### config.mk
export PLATFORM = sky130hd
export DESIGN_NAME = result_uart_tx
export DESIGN_NICKNAME = d
export VERILOG_FILES = /design/src/rtl/result_uart_tx.sv
export SDC_FILE = /design/constraint.sdc
export NUM_CORES = 1
export LEC_CHECK = 0
export ABC_AREA = 1
export CAP_MARGIN = 20
export CORE_ASPECT_RATIO = 1.4
export CORE_MARGIN = 1
export CORE_UTILIZATION = 60
export DETAILED_ROUTE_END_ITERATION = 6
export PLACE_DENSITY = 0.81
export SYNTH_ARGS = -nofsm -noshare
export SYNTH_HDL_FRONTEND = slang
export SYNTH_SLANG_ARGS = --single-unit
### constraint.sdc
create_clock -name clk -period 3.68 [get_ports clk]
set_input_delay 0.552 -clock clk [delete_from_list [all_inputs] [get_ports clk]]
set_output_delay 0.552 -clock clk [all_outputs]
set_load 0.05 [all_outputs]
### src/rtl/result_uart_tx.sv
// result_uart_tx: sends a 16-bit result as unsigned decimal ASCII plus CR LF over an 8N1 UART line
module result_uart_tx #(
  parameter int CLKS_PER_BIT = 868
) (
  input  logic        clk,
  input  logic        rst_n,
  input  logic        result_valid,
  input  logic [15:0] result,
  output logic        ready,
  output logic        busy,
  output logic        done,
  output logic        tx
);
  localparam int BW = $clog2(CLKS_PER_BIT);
  typedef enum logic [2:0] {IDLE, CONVERT, START, DATA, STOP} state_t;
  state_t state, state_n;
  logic [BW-1:0] baud;
  logic [2:0] bit_cnt, idx, first;
  logic [4:0] conv_cnt;
  logic [15:0] bin;
  logic [19:0] bcd;
  logic [3:0] dig;
  logic [7:0] chr;
  logic baud_end, done_n;
  function automatic logic [19:0] adj(input logic [19:0] b);
    logic [19:0] r;
    for (int i = 0; i < 5; i++) r[4*i+:4] = b[4*i+:4] >= 4'd5 ? b[4*i+:4] + 4'd3 : b[4*i+:4];
    return r;
  endfunction
  assign baud_end = baud == BW'(CLKS_PER_BIT - 1);
  assign first = bcd[19:16] != 4'd0 ? 3'd0 : bcd[15:12] != 4'd0 ? 3'd1 :
                 bcd[11:8] != 4'd0 ? 3'd2 : bcd[7:4] != 4'd0 ? 3'd3 : 3'd4;
  assign dig = 4'(bcd >> (5'd16 - {idx, 2'b00}));
  assign chr = idx == 3'd5 ? 8'h0D : idx == 3'd6 ? 8'h0A : {4'h3, dig};
  assign tx = state == START ? 1'b0 : state == DATA ? chr[bit_cnt] : 1'b1;
  assign ready = state == IDLE;
  assign busy = ~ready;
  // Next state; the step from a stop bit to the next start bit costs no cycle
  always_comb begin
    state_n = state;
    done_n = 1'b0;
    case (state)
      IDLE:    state_n = result_valid ? CONVERT : IDLE;
      CONVERT: state_n = conv_cnt == 5'd16 ? START : CONVERT;
      START:   state_n = baud_end ? DATA : START;
      DATA:    state_n = baud_end && bit_cnt == 3'd7 ? STOP : DATA;
      STOP: begin
        state_n = baud_end ? (idx == 3'd6 ? IDLE : START) : STOP;
        done_n = baud_end && idx == 3'd6;
      end
      default: state_n = IDLE;
    endcase
  end
  // State, double-dabble conversion and bit/char/baud counters
  always_ff @(posedge clk or negedge rst_n) begin
    if (!rst_n) begin
      state <= IDLE;
      done <= 1'b0;
      baud <= '0;
      bit_cnt <= '0;
      idx <= '0;
      conv_cnt <= '0;
      bin <= '0;
      bcd <= '0;
    end else begin
      state <= state_n;
      done <= done_n;
      baud <= (state == START || state == DATA || state == STOP) && !baud_end ? baud + 1'b1 : '0;
      if (state == IDLE && result_valid) begin
        bin <= result;
        bcd <= '0;
        conv_cnt <= '0;
        bit_cnt <= '0;
      end
      if (state == CONVERT && conv_cnt != 5'd16) begin
        {bcd, bin} <= {adj(bcd), bin} << 1;
        conv_cnt <= conv_cnt + 5'd1;
      end
      if (state == CONVERT && conv_cnt == 5'd16) idx <= first;
      if (state == DATA && baud_end) bit_cnt <= bit_cnt + 3'd1;
      if (state == STOP && baud_end) idx <= idx + 3'd1;
    end
  end
endmodule

==> qor.txt <==
Clk buf depth: 2
Count of final hold-check violations: 0
Layout Nets: 526
VDD IR max: 380.4 uV
Non-Filler Instances: 559
Final worst-path cycle share: 0.9233
CP startpoint kind: register
Highest routed layer: met4
FFs w/ async S/R, synth: 1.000
Layout cells sized above 1: 0.09816
Fill count: 468
Synthesized Nets: 498
Worst min-delay path category: primary input to async pin
P&R area growth vs syn: 13.46%
Setup violators final: 0
Via count: 3,147
CP Class: register to output pin
Mapped cell area: 3636 sq um
Top-level I/O count: 23
Largest net degree at the start of global routing: 50
Number of global-route vias before repair: 2,926
Clock Skews: 0.01140 ns
CTS tree: built
Critical Path Sink Type: output pin
Fin crit period: 3.398 ns
Max-cap viol count: 0
Gpl congestion: 0.9658
DRT Wirelength: 7.608 mm
WHS: 0.07938 ns
Initial antenna violation count: 0
Fmax: 294.3 MHz
Register area: 1526 sq um
Antenna diode count: 0
Static Leak: 0.002024 uW
Main synth FF type: dfrtp_1
CTS sink cnt: 61
Die ar.: 6379 sq um
Cells after Synth: 457
WL met3: 335 um
EDFF count, synth: 0
Post-Syn Area per Cell: 7.956 sq um
Worst-path clk slew: 0.08 ns
Worst reg-to-reg setup slack: 1.49 ns
Synthesis-stage register bit count: 61
Detail Placement HPWL: 5.246 mm
Post-Place Cells: 540
Routed metal-1 wire length: 3.217 mm
Drt initial violations: 226
Total GRT Usage: 0.2623
Row count: 33
Gr ovfl total: 0
DRC viols: 0
Initial core utilization: 0.6201
Power Density: 560.3 nW/um^2
Synth unique cells: 36
Area of the core: 5863 sq um
Sequential area share after synthesis: 0.4198
Slew @ Worst Pin: 0.6624 ns
WL met2: 3.922 mm
WP data required: 3.13 ns
Pre-antenna DRT Iters: 4
IO buf count: 22
Final setup TNS: 0 ns
Multi-input logic area: 1813 sq um
CTS Buf Count: 9
Via-to-Cell Ratio: 5.630
Clk Latency, worst-skew pair: 0.35 ns
CTS root buf: clkbuf_8
CP max FO: 13
Synth warn: 0
RSZ-0062 raised after global routing: false
Final Max Tran Viols: 0
Drt wl/cell: 13.61 um
Hold-fix buffers, CTS: 0
Arrival time at the worst endpoint: 2.85 ns
Status: finished, final reports clean
H-Tree Depth: 3
Global-route wire length before repair: 12.52 mm
Die height: 94.11 um
DIE WIDTH: 67.79 um
Slew margin rel.: 0.5568
Antenna Violating Nets Remaining: 0
## logic make-up after synthesis
kind of cell,after synthesis,share of synthesized area
AO/OA/AOI/OAI,86,0.1480
XOR/XNOR,6,0.01445
adder cells (fa/ha/maj),22,0.07570
buffers and inverters,70,0.08155
flip-flops,61,0.4198
AND/OR/NAND/NOR,212,0.2605
## cell usage in the layout, fill, tap and decap left out, types with 2 or more instances in the layout
| cell | n |
|---|---|
| nand3_1 | 33 |
| nand4_1 | 3 |
| o22ai_1 | 10 |
| nand2_1 | 91 |
| a21oi_1 | 11 |
| clkdlybuf4s50_1 | 20 |
| ha_1 | 22 |
| nor2_1 | 56 |
| nor3b_1 | 5 |
| o32ai_1 | 3 |
| nand2_2 | 3 |
| buf_4 | 7 |
| inv_1 | 52 |
| o32ai_2 | 4 |
| clkinv_2 | 2 |
| nor2_2 | 2 |
| a32o_1 | 2 |
| nor2_4 | 2 |
| dfrtp_1 | 61 |
| nor3_2 | 3 |
| o21ai_0 | 38 |
| clkbuf_8 | 11 |
| nor3_1 | 9 |
| o21ai_1 | 14 |
| xor2_1 | 5 |
| clkinvlp_4 | 2 |
| inv_2 | 4 |
## per-stage QoR
step	worst slack [ns]	power, uW	util	instance area [sq um]
final	0.2823	2311	0.7036	4125
after global routing	0.02631	2474	0.7036	4125
after CTS	0.3096	2291	0.6957	4079
after detailed placement	0.7184	1670	0.6618	3880
after global placement	0.8141	1632	0.6618	3880
after floorplan	0.7742	1478	-	3636
## worst paths after layout
kind,from,endpoint,cells after the start
max,idx[0],tx,11
min,rst_n,baud[4],1
max reg2reg,conv_cnt[0],bin[12],8
min reg2reg,baud[0],baud[0],1
max in group asynchronous,rst_n,bin[0],3
min in group clk,baud[0],baud[0],1
## where the power goes
part	leakage, uW	internal, uW	switching [uW]
clock	0.000101	343	268
sequential	0.000762	777	115
combinational	0.00116	308	501
total	0.00202	1430	884
## synthesized netlist by cell type, types with 2 or more instances
cell type / number / area [sq um]
o32ai_2: 4 / 65.06
buf_6: 3 / 33.78
o21ai_1: 14 / 70.07
o21ai_0: 38 / 190.2
o32ai_1: 3 / 26.28
o22ai_1: 10 / 62.56
nand3_1: 33 / 165.2
a32o_1: 2 / 20.02
nor2_4: 2 / 22.52
inv_2: 4 / 15.01
nand2_2: 3 / 18.77
a21oi_1: 11 / 55.05
nor2_1: 56 / 210.2
buf_2: 8 / 40.04
nor2_2: 2 / 12.51
dfrtp_1: 61 / 1526
nor3b_1: 5 / 37.54
nor3_2: 3 / 30.03
ha_1: 22 / 275.3
inv_1: 53 / 198.9
nand4_1: 3 / 18.77
nand2_1: 91 / 341.6
xor2_1: 5 / 43.79
nor3_1: 9 / 45.04
## flip-flops by register name, indices dropped and copies added (netlist names)
register	flops
bin	16
idx	3
bcd	20
baud	10
bit_cnt	3
state	3
done	1
conv_cnt	5
## final cells by class
cell class	instances	share of cell area
flip-flops and latches	61	0.3700
inverters	58	0.05369
clock buffers	11	0.03670
multi-input cells	326	0.4395
well taps	70	0.02123
repair buffers	29	0.06733
clock inverters	4	0.01153
## repair_timing
item | in CTS | in global routing
endpoints found under the setup margin | 0 | 1
setup buffers | 0 | 3
resized for setup | 0 | 1
## layer usage
layer	global-route usage	up-vias
li1	-	1569
met1	0.2976	1492
met2	0.4579	73
met3	0.06068	13
met4	0.1076	0
met5	0	-
## critical path: stages, from the launching register on
cell and delay, ns:
dfrtp_1 0.60, clkinvlp_4 0.26, ha_1 0.41, clkinv_1 0.26, nand3_1 0.18, nand3_1 0.09
nand2_1 0.08, nand3_1 0.08, nand2_1 0.08, nand3_1 0.07, a21oi_1 0.16, buf_4 0.22
Note: power is estimated with default switching activity, not from simulation.
